**config.mk**
```make
export PLATFORM = sky130hd
export DESIGN_NAME = alu_arbiter
export DESIGN_NICKNAME = d
export VERILOG_FILES = /design/src/rtl/alu_arbiter.sv
export SDC_FILE = /design/constraint.sdc
export NUM_CORES = 1
export LEC_CHECK = 0
export ABC_AREA = 0
export CAP_MARGIN = 20
export CORE_MARGIN = 2
export CORE_UTILIZATION = 39
export DETAILED_ROUTE_END_ITERATION = 12
export GPL_TIMING_DRIVEN = 0
export PLACE_DENSITY = 0.81
export SYNTH_ARGS = -nofsm -noshare
export SYNTH_HDL_FRONTEND = slang
export SYNTH_SLANG_ARGS = --single-unit
```
**constraint.sdc**
```tcl
create_clock -name clk -period 4.8 [get_ports clk]
set_clock_uncertainty 0.1 [all_clocks]
set_input_delay 0.96 -clock clk [delete_from_list [all_inputs] [get_ports clk]]
set_output_delay 0.96 -clock clk [all_outputs]
set_load 0.05 [all_outputs]
```
**src/rtl/alu_arbiter.sv**
```systemverilog
// -----------------------------------------------------------------------------
// alu_arbiter
//
// Purpose:
//   Shares one combinational ALU between two requesters. One operation is in
//   flight at a time, and it moves through three states:
//     IDLE -> pick a requester, latch its op/operands, raise its ready
//     EXEC -> drive the latched op/operands to the ALU, capture the result
//     RESP -> present the registered result until the consumer takes it
//   When both requesters are valid in the same cycle, a one-bit priority
//   pointer breaks the tie. After each response the pointer moves to the
//   requester that was not served, so continuous contention alternates.
//
// Ports:
//   clk, reset                 clock, asynchronous active-high reset
//   reqN_valid_i / reqN_op_i   requester N has an operation / its opcode
//   reqN_a_i / reqN_b_i        requester N operands (WIDTH bits)
//   reqN_ready_o               requester N accepted this cycle (IDLE only)
//   alu_operation_o            opcode to shared ALU (zero outside EXEC)
//   alu_a_o / alu_b_o          operands to shared ALU (zero outside EXEC)
//   alu_result_i               combinational ALU result
//   rsp_valid_o / rsp_id_o     result available / owning requester
//   rsp_result_o               registered ALU result
//   rsp_ready_i                consumer accepts result (honoured in RESP only)
//   busy_o                     high whenever not IDLE
// -----------------------------------------------------------------------------
module alu_arbiter #(
  parameter int WIDTH = 32
) (
  input  logic             clk,
  input  logic             reset,

  input  logic             req0_valid_i,
  input  logic [3:0]       req0_op_i,
  input  logic [WIDTH-1:0] req0_a_i,
  input  logic [WIDTH-1:0] req0_b_i,
  output logic             req0_ready_o,

  input  logic             req1_valid_i,
  input  logic [3:0]       req1_op_i,
  input  logic [WIDTH-1:0] req1_a_i,
  input  logic [WIDTH-1:0] req1_b_i,
  output logic             req1_ready_o,

  output logic [3:0]       alu_operation_o,
  output logic [WIDTH-1:0] alu_a_o,
  output logic [WIDTH-1:0] alu_b_o,
  input  logic [WIDTH-1:0] alu_result_i,

  output logic             rsp_valid_o,
  output logic             rsp_id_o,
  output logic [WIDTH-1:0] rsp_result_o,
  input  logic             rsp_ready_i,

  output logic             busy_o
);

  typedef enum logic [1:0] {
    IDLE = 2'd0,
    EXEC = 2'd1,
    RESP = 2'd2
  } state_e;

  state_e           state_q,  state_d;
  logic             prio_q,   prio_d;    // 0: requester 0 wins a tie
  logic             id_q,     id_d;      // requester owning the in-flight op
  logic [3:0]       op_q,     op_d;
  logic [WIDTH-1:0] a_q,      a_d;
  logic [WIDTH-1:0] b_q,      b_d;
  logic [WIDTH-1:0] result_q, result_d;

  logic             grant0;
  logic             grant1;

  // ---------------------------------------------------------------------------
  // Grant selection. The two grants are mutually exclusive by construction:
  // when both requesters are valid, the pointer alone decides. Requests are
  // not remembered, so a requester that drops valid simply loses its turn.
  // ---------------------------------------------------------------------------
  always_comb begin
    grant0 = req0_valid_i && (!req1_valid_i || !prio_q);
    grant1 = req1_valid_i && (!req0_valid_i ||  prio_q);
  end

  // ---------------------------------------------------------------------------
  // State registers. Reset clears everything, including the operand and
  // result registers, so an operation interrupted by reset leaves no trace.
  // ---------------------------------------------------------------------------
  always_ff @(posedge clk or posedge reset) begin
    if (reset) begin
      state_q  <= IDLE;
      prio_q   <= 1'b0;
      id_q     <= 1'b0;
      op_q     <= '0;
      a_q      <= '0;
      b_q      <= '0;
      result_q <= '0;
    end else begin
      state_q  <= state_d;
      prio_q   <= prio_d;
      id_q     <= id_d;
      op_q     <= op_d;
      a_q      <= a_d;
      b_q      <= b_d;
      result_q <= result_d;
    end
  end

  // ---------------------------------------------------------------------------
  // Next-state and output logic.
  // ---------------------------------------------------------------------------
  always_comb begin
    // Hold everything by default; outputs idle at zero.
    state_d         = state_q;
    prio_d          = prio_q;
    id_d            = id_q;
    op_d            = op_q;
    a_d             = a_q;
    b_d             = b_q;
    result_d        = result_q;

    req0_ready_o    = 1'b0;
    req1_ready_o    = 1'b0;
    alu_operation_o = '0;
    alu_a_o         = '0;
    alu_b_o         = '0;
    rsp_valid_o     = 1'b0;
    rsp_id_o        = 1'b0;
    rsp_result_o    = '0;
    busy_o          = (state_q != IDLE);

    unique case (state_q)
      IDLE: begin
        // Ready is combinational from valid, so it is masked by reset here
        // to keep every output at zero while reset is held.
        if (!reset && (grant0 || grant1)) begin
          req0_ready_o = grant0;
          req1_ready_o = grant1;
          id_d         = grant1;
          op_d         = grant1 ? req1_op_i : req0_op_i;
          a_d          = grant1 ? req1_a_i  : req0_a_i;
          b_d          = grant1 ? req1_b_i  : req0_b_i;
          state_d      = EXEC;
        end
      end

      EXEC: begin
        alu_operation_o = op_q;
        alu_a_o         = a_q;
        alu_b_o         = b_q;
        result_d        = alu_result_i;
        state_d         = RESP;
      end

      RESP: begin
        rsp_valid_o  = 1'b1;
        rsp_id_o     = id_q;
        rsp_result_o = result_q;
        if (rsp_ready_i) begin
          // Hand the next tie to whoever was not just served.
          prio_d  = ~id_q;
          state_d = IDLE;
        end
      end

      default: begin
        state_d = IDLE;
      end
    endcase
  end

endmodule
```
## Word-level counts from Yosys, hierarchy flattened

Index checks and enable logic that the tools add are counted.

| storage, ports and cells | value |
|---|---|
| logic and storage cells | 43 |
| flip-flop bits (word level) | 104 |
| output and inout bits | 105 |
| bits of input ports | 173 |

| operators by class | value |
|---|---|
| reduce and logical (&&, ||, !) cells | 15 |
| eq/ne operators | 4 |
| bitwise gates (word level) | 1 |
| muxes and demuxes | 16 |

Operators with widths:

| kind | count |
|---|---|
| 32-bit two-way mux | 5 |
| 4-bit two-way mux | 2 |
| 1-bit two-way mux | 6 |
| 2-bit case mux with 3 select lines | 1 |
| 2-bit AND reduction | 3 |
| 1-bit zero test | 4 |
| 2-bit two-way mux | 2 |
| 2-bit inequality test (second input constant) | 2 |
| 1-bit logical AND | 3 |
| 1-bit logical OR | 3 |
| 2-bit by 1-bit == test with 1-bit output (second input constant) | 1 |
| 2-bit == test (second input constant) | 1 |
| 2-bit zero test | 1 |
| 2-bit nonzero test | 1 |
| 1-bit inverter | 1 |

## Longest topological paths before layout

Gate-level depths: netlist (run 1).

| depth | value |
|---|---|
| word-level depth | 7 |
| gate-level depth with buffers | 6 |
| mapped depth without buffers | 3 |

## Worst setup path after synthesis (run 1)

No wires, ideal clock.

| timing path | value |
|---|---|
| kind | in2out |
| start | input port reset |
| end | output port req1_ready_o |
| data arrival time | 2380 ps |
| stages | 4 |
| path slack | 1360 ps |
| buffers on the path | 2 |
| required time | 3740 ps |
| cells stage by stage | or4b_1 -> buf_6 -> buf_6 -> nor2_1 |

| on the way | value |
|---|---|
| cells in the longest elaborated chain, start to end | 4 |

RTL lines:

| what | line | RTL |
|---|---|---|
| start: declaration | 31 | `input logic reset,` |
| 1-bit zero test | 136 | `if (!reset && (grant0 \|\| grant1)) begin` |
| 1-bit logical AND | 136 |  |
| 1-bit two-way mux | 136 |  |
| 1-bit two-way mux | 132 | `unique case (state_q)` |
| end: declaration | 43 | `output logic req1_ready_o,` |

No other way between the ends.

## Worst setup path after layout (run 1)

| timing path | value |
|---|---|
| start | input port reset |
| end | output port req0_ready_o |

| on the way | value |
|---|---|
| cells in the longest elaborated chain, start to end | 4 |

RTL lines:

| what | line | RTL |
|---|---|---|
| 1-bit zero test | 136 |  |
| 1-bit logical AND | 136 |  |
| 1-bit two-way mux | 136 |  |
| 1-bit two-way mux | 132 |  |
| end: declaration | 37 | `output logic req0_ready_o,` |

No other way between the ends.

==> impl_metrics.env, run 1 <==
export IMPL_synth_cell_types=21
export IMPL_worstSetupEndpointType="primary output"
export IMPL_busiest_layer="met2"
export IMPL_dieArea_mm2=0.0141
export IMPL_yosys_area_top_type="dfrtp_1"
export IMPL_outcome="finished, final reports clean"
export IMPL_yosys_top_cells_area="dfrtp_1, o221a_2, and2_1"
export IMPL_yosysSeqAreaShare=0.508
export IMPL_clock_sinks=104
export IMPL_grtUsageMet3=0.0695
export IMPL_routedWlPerCell_um=18.6
export IMPL_synth_nets=609
export IMPL_power_density_mw_per_mm2=514
export IMPL_synth_area_mm2=0.00512
export IMPL_cts_inserted_buffers=9
export IMPL_ys_flop_type="dfrtp_1"
export IMPL_grt_usage=0.239
export IMPL_drt_total_wl_um=16800
export IMPL_grt_max_degree=71
export IMPL_crit_arrival_ps=3400
export IMPL_avgSynthCellArea_um2=11.7
export IMPL_yosysWarnings=0
export IMPL_tightest_slew_ps=647
export IMPL_synth_most_common_cell="dfrtp_1"
export IMPL_cts_root_buf="clkbuf_16"
export IMPL_fillCellCount=1005
export IMPL_rows=41
export IMPL_cap_violations=0
export IMPL_cp_top_family="buffers and inverters"
export IMPL_postSynth_asyncResetShare=1.00
export IMPL_start_util=0.403
export IMPL_drive_gt1_frac=0.181
export IMPL_crit_type="input pin to primary output"
export IMPL_viasPerCell=5.15
export IMPL_grt_pass1_wl_um=26600
export IMPL_crit_path_frequent_cell="clkdlybuf4s50_1"
export IMPL_place_area_mm2=0.00814
export IMPL_cp_slowest_cell="clkdlybuf4s50_1"
export IMPL_synth_top_cell_area_share=0.508
export IMPL_multiInputGateArea_mm2=0.00227
export IMPL_diodes=0
export IMPL_area_growth_pct=64.4
export IMPL_clock_fmax_mhz=224
export IMPL_antenna_found_initial=0
export IMPL_p_leak_nw=3.21
export IMPL_peakVddDrop_mv=0.210
export IMPL_grt_overflow_total=0
export IMPL_dr_pass1_iters=4
export IMPL_cts_hold_buf=0
export IMPL_grtUsageMet1=0.284
export IMPL_final_hold_viol_count=0
export IMPL_dieHeight_um=119
export IMPL_path_buf_inv=4
export IMPL_critPathMaxStageDelay_ps=810
export IMPL_cts_htree_levels=3
export IMPL_setup_ws_ps=336
export IMPL_fin_nets=898
export IMPL_synth_edf_count=0
export IMPL_io_buffers=277
export IMPL_ys_top_cells_by_count="dfrtp_1, and2_1, o221a_2, or3_1"
export IMPL_setup_tns_final_ps=0
export IMPL_ys_ff_latch=104
export IMPL_crit_chain="clkdlybuf4s50_1, nor3_1, nand3_1, clkbuf_1, inv_1, clkdlybuf4s50_1"
export IMPL_final_area_mm2=0.00842
export IMPL_setup_viol=0
export IMPL_layout_area_seq_mm2=0.00260
export IMPL_tritoncts="yes"
export IMPL_slew_headroom=0.568
export IMPL_finalMaxSlewViolations=0
export IMPL_syn_inst=436
export IMPL_io_pins=278
export IMPL_cts_clk_slew_worst_paths_ps=70
export IMPL_hp_class="flip-flop to flip-flop"
export IMPL_vias=4647
export IMPL_start_kind="input pin"
export IMPL_fp_coreArea_mm2=0.0127
export IMPL_cts_setup_buffers=0
export IMPL_cp_max_fo=10
export IMPL_ant_nets=0
export IMPL_cts_resized=0
export IMPL_route_detailed_drc=0
export IMPL_finalCritPeriodShare=0.930
export IMPL_dp_hpwl_um=12900
export IMPL_critPathRequiredTime_ps=3740
export IMPL_grt_setup_unrepaired="false"
export IMPL_min_period_ps=4460
export IMPL_dp_slack_ps=348
export IMPL_drt_iter0_markers=187
export IMPL_clk_latency_ps=340
export IMPL_gp_congestion=0.866
export IMPL_cts_path_max_buffers=2
export IMPL_die_width_um=119
export IMPL_grtUsageMet2=0.415
export IMPL_first_global_vias=4969
layout by cell type, fill, tap and decap left out:
cell type	n
nor2_1	1
a21oi_1	1
clkbuf_16	9
buf_16	1
buf_2	5
inv_6	1
inv_4	1
or4b_1	1
a21o_1	1
clkbuf_1	32
a31oi_1	1
a21boi_1	1
or2_2	1
nand3_1	1
mux2_2	32
inv_1	3
clkinvlp_4	1
clkinv_4	2
o221a_2	68
and2_1	101
dfrtp_1	104
o21a_1	1
buf_6	8
clkinv_2	2
nor3_1	1
or3_1	68
inv_8	1
clkdlybuf4s50_1	277
nand2_1	1
nor2b_1	3
flip-flops by register name, summed over array words and instances, names as in the netlist:
name      flops
b_q          32
state_q       2
prio_q        1
result_q     32
id_q          1
op_q          4
a_q          32
per-layer routing:
layer / vias up / share of wire
met1: 2248 / 0.40
met5: - / 0
met2: 203 / 0.49
met3: 23 / 0.088
met4: 0 / 0.020
li1: 2173 / -
per-stage QoR:
stage	hold WS (ps)	cells	util	power, mW
floorplan	341	436	-	2.91
global placement	380	885	0.637	3.59
CTS	404	902	0.662	4.36
finish	400	902	0.662	4.33
global route	414	902	0.662	4.55
detailed placement	387	886	0.640	3.66
worst reg2reg max path: stages (launching register included):
cell and delay, ps:
dfrtp_1 400, nor2b_1 530, clkbuf_1 350, clkbuf_1 330
or3_1 180, o221a_2 170
power breakdown:
group	leakage, nW	switching (mW)	internal [mW]
clock network	0.138	0.340	0.358
logic	1.91	1.16	0.977
registers	1.16	0.204	1.29
total	3.21	1.70	2.62
final timing paths:
| check | startpoint | end | slack, ps | cells after the start |
|---|---|---|---|---|
| setup / recovery | reset | req0_ready_o | 340 | 6 |
| hold / removal | result_q[20] | result_q[20] | 400 | 1 |
| setup reg to reg | prio_q | b_q[15] | 2680 | 5 |
| hold reg to reg | result_q[20] | result_q[20] | 400 | 1 |
| max in group asynchronous | reset | b_q[3] | 2930 | 3 |
| min in group asynchronous | reset | result_q[11] | 950 | 2 |
final cells by class:
type,instances,share of cell area
Timing Repair Buffer,278,0.333
Buffer,45,0.0279
Multi-Input combinational cell,283,0.270
Clock buffer,9,0.0267
Sequential cell,104,0.309
Clock inverter,7,0.00654
Inverter,4,0.00208
Tap cell,172,0.0256
cell families (layout without fill, tap and decap cells):
group / Yosys count / count (layout) / share of synthesized area
simple gates: 178 / 178 / 0.217
mux: 32 / 32 / 0.0703
flops: 104 / 104 / 0.508
compound gates: 73 / 73 / 0.156
buf+inv: 49 / 343 / 0.0489
Note: power is estimated with default switching activity, not from simulation.
==> run 2: changes to the inputs <==
--- a/config.mk
+++ b/config.mk
@@ -7,11 +7,13 @@
 export LEC_CHECK = 0
 export ABC_AREA = 0
 export CAP_MARGIN = 20
+export CELL_PAD_IN_SITES_DETAIL_PLACEMENT = 1
+export CELL_PAD_IN_SITES_GLOBAL_PLACEMENT = 1
 export CORE_MARGIN = 2
-export CORE_UTILIZATION = 39
+export CORE_UTILIZATION = 29
 export DETAILED_ROUTE_END_ITERATION = 12
 export GPL_TIMING_DRIVEN = 0
-export PLACE_DENSITY = 0.81
+export PLACE_DENSITY = 0.82
 export SYNTH_ARGS = -nofsm -noshare
 export SYNTH_HDL_FRONTEND = slang
 export SYNTH_SLANG_ARGS = --single-unit
==> impl_metrics.env, run 2 (synthesis results as in run 1) <==
export IMPL_fp_coreArea_mm2=0.0173
export IMPL_min_period_ps=4450
export IMPL_intPower_mw=2.63
export IMPL_critPathRequiredTime_ps=3740
export IMPL_antenna_found_initial=0
export IMPL_slew_headroom=0.531
export IMPL_drive_gt1_frac=0.181
export IMPL_p_leak_nw=3.21
export IMPL_cts_path_max_buffers=2
export IMPL_first_global_vias=5149
export IMPL_cts_setup_buffers=0
export IMPL_crit_type="input pin to primary output"
export IMPL_ff2ff_setup_slack_ps=2520
export IMPL_cap_violations=0
export IMPL_area_growth_pct=65.8
export IMPL_route_detailed_drc=0
export IMPL_switching_power_mw=1.75
export IMPL_cts_root_buf="clkbuf_16"
export IMPL_finalPower_mw=4.38
export IMPL_dieHeight_um=137
export IMPL_tightest_slew_ps=704
export IMPL_fillCellCount=1855
export IMPL_swShare=0.400
export IMPL_cts_hold_buf=0
export IMPL_setup_tns_final_ps=0
export IMPL_power_share_clock=0.166
export IMPL_routedWlPerCell_um=19.8
export IMPL_start_kind="input pin"
export IMPL_die_width_um=137
export IMPL_layout_area_seq_mm2=0.00260
export IMPL_cts_clk_slew_worst_paths_ps=70
export IMPL_drt_iter0_markers=138
export IMPL_grt_overflow_total=0
export IMPL_final_common_cell="clkdlybuf4s50_1"
export IMPL_cts_htree_levels=3
export IMPL_vias=4686
export IMPL_worstHoldPathCells=1
export IMPL_start_util=0.296
export IMPL_cp_max_fo=10
export IMPL_worstSetupEndpointType="primary output"
export IMPL_clock_sinks=104
export IMPL_ant_nets=0
export IMPL_tritoncts="yes"
export IMPL_grt_usage=0.199
export IMPL_rows=48
export IMPL_final_area_mm2=0.00849
export IMPL_diodes=0
export IMPL_place_area_mm2=0.00821
export IMPL_gp_congestion=0.802
export IMPL_dieArea_mm2=0.0187
export IMPL_final_hold_viol_count=0
export IMPL_clock_fmax_mhz=225
export IMPL_cts_resized=0
export IMPL_rr_worst_depth=5
export IMPL_reg_largest_list="a_q x32, b_q x32, result_q x32"
export IMPL_cts_inserted_buffers=9
export IMPL_utilization=0.491
export IMPL_crit_arrival_ps=3390
export IMPL_grt_setup_unrepaired="false"
export IMPL_peakVddDrop_mv=0.242
export IMPL_combPwrFrac=0.490
export IMPL_fin_nets=898
export IMPL_fin_hold_ws_ps=401
export IMPL_clk_latency_ps=340
export IMPL_most_common_layout_cells="clkdlybuf4s50_1, dfrtp_1, and2_1"
export IMPL_dr_pass1_iters=4
export IMPL_finalCritPeriodShare=0.927
export IMPL_dp_hpwl_um=14800
export IMPL_grt_pass1_wl_um=28200
export IMPL_setup_viol=0
export IMPL_grt_max_degree=54
export IMPL_hp_class="flip-flop to flip-flop"
export IMPL_multiInputGateArea_mm2=0.00227
export IMPL_io_pins=278
export IMPL_finalMaxSlewViolations=0
export IMPL_outcome="finished, final reports clean"
export IMPL_io_buffers=277
export IMPL_power_density_mw_per_mm2=516
export IMPL_drt_total_wl_um=18900
export IMPL_seq_power_share=0.344
export IMPL_viasPerCell=4.91
==> run 2: cell types whose count changed in the layout (fill, tap and decap cells not counted), sizes merged <==
| cell | previous run | this run |
|---|---|---|
| clkinv | 4 | 2 |
| inv | 6 | 8 |
==> run 2: power by group through the flow <==
stage,combinational (mW),clock [mW],sequential [mW]
3_5_place_dp,2.18,0,1.52
3_3_place_gp,2.12,0,1.49
6_report,2.15,0.726,1.51
4_1_cts,2.18,0.749,1.51
5_1_grt,2.28,0.786,1.56
2_1_floorplan,1.47,0,1.43
==> run 2: final timing paths <==
kind | startpoint | to
min in group asynchronous | reset | state_q[0]
worst min register to register | result_q[16] | result_q[16]
max in group asynchronous | reset | b_q[29]
worst min-delay path | result_q[16] | result_q[16]
worst max register to register | prio_q | b_q[11]
worst max-delay path | reset | req0_ready_o
==> run 2: layout make-up <==
cell class | instances | area share
inverters | 4 | 0.00206
multi-input cells | 283 | 0.267
repair buffers | 278 | 0.330
plain buffers | 45 | 0.0277
flip-flops and latches | 104 | 0.306
clock inverters | 7 | 0.00736
clock buffers | 9 | 0.0265
well taps | 225 | 0.0331
==> run 2: per-layer routing <==
layer,global-route usage,share of wire
met1,0.225,0.39
met3,0.0548,0.075
met4,0.0567,0.015
met5,0,0
met2,0.365,0.51
==> run 2: stage by stage <==
step / setup WS [ps] / instances
after floorplan: 1010 / 436
after global placement: -664 / 938
after detailed placement: 338 / 939
after CTS: 338 / 955
after global routing: 235 / 955
final: 349 / 955
==> run 2: worst max-delay path, cell delays in order <==
cell             delay [ps]
clkdlybuf4s50_1         480
nor3_1                  230
nand3_1                 440
clkbuf_1                370
inv_1                   100
clkdlybuf4s50_1         800
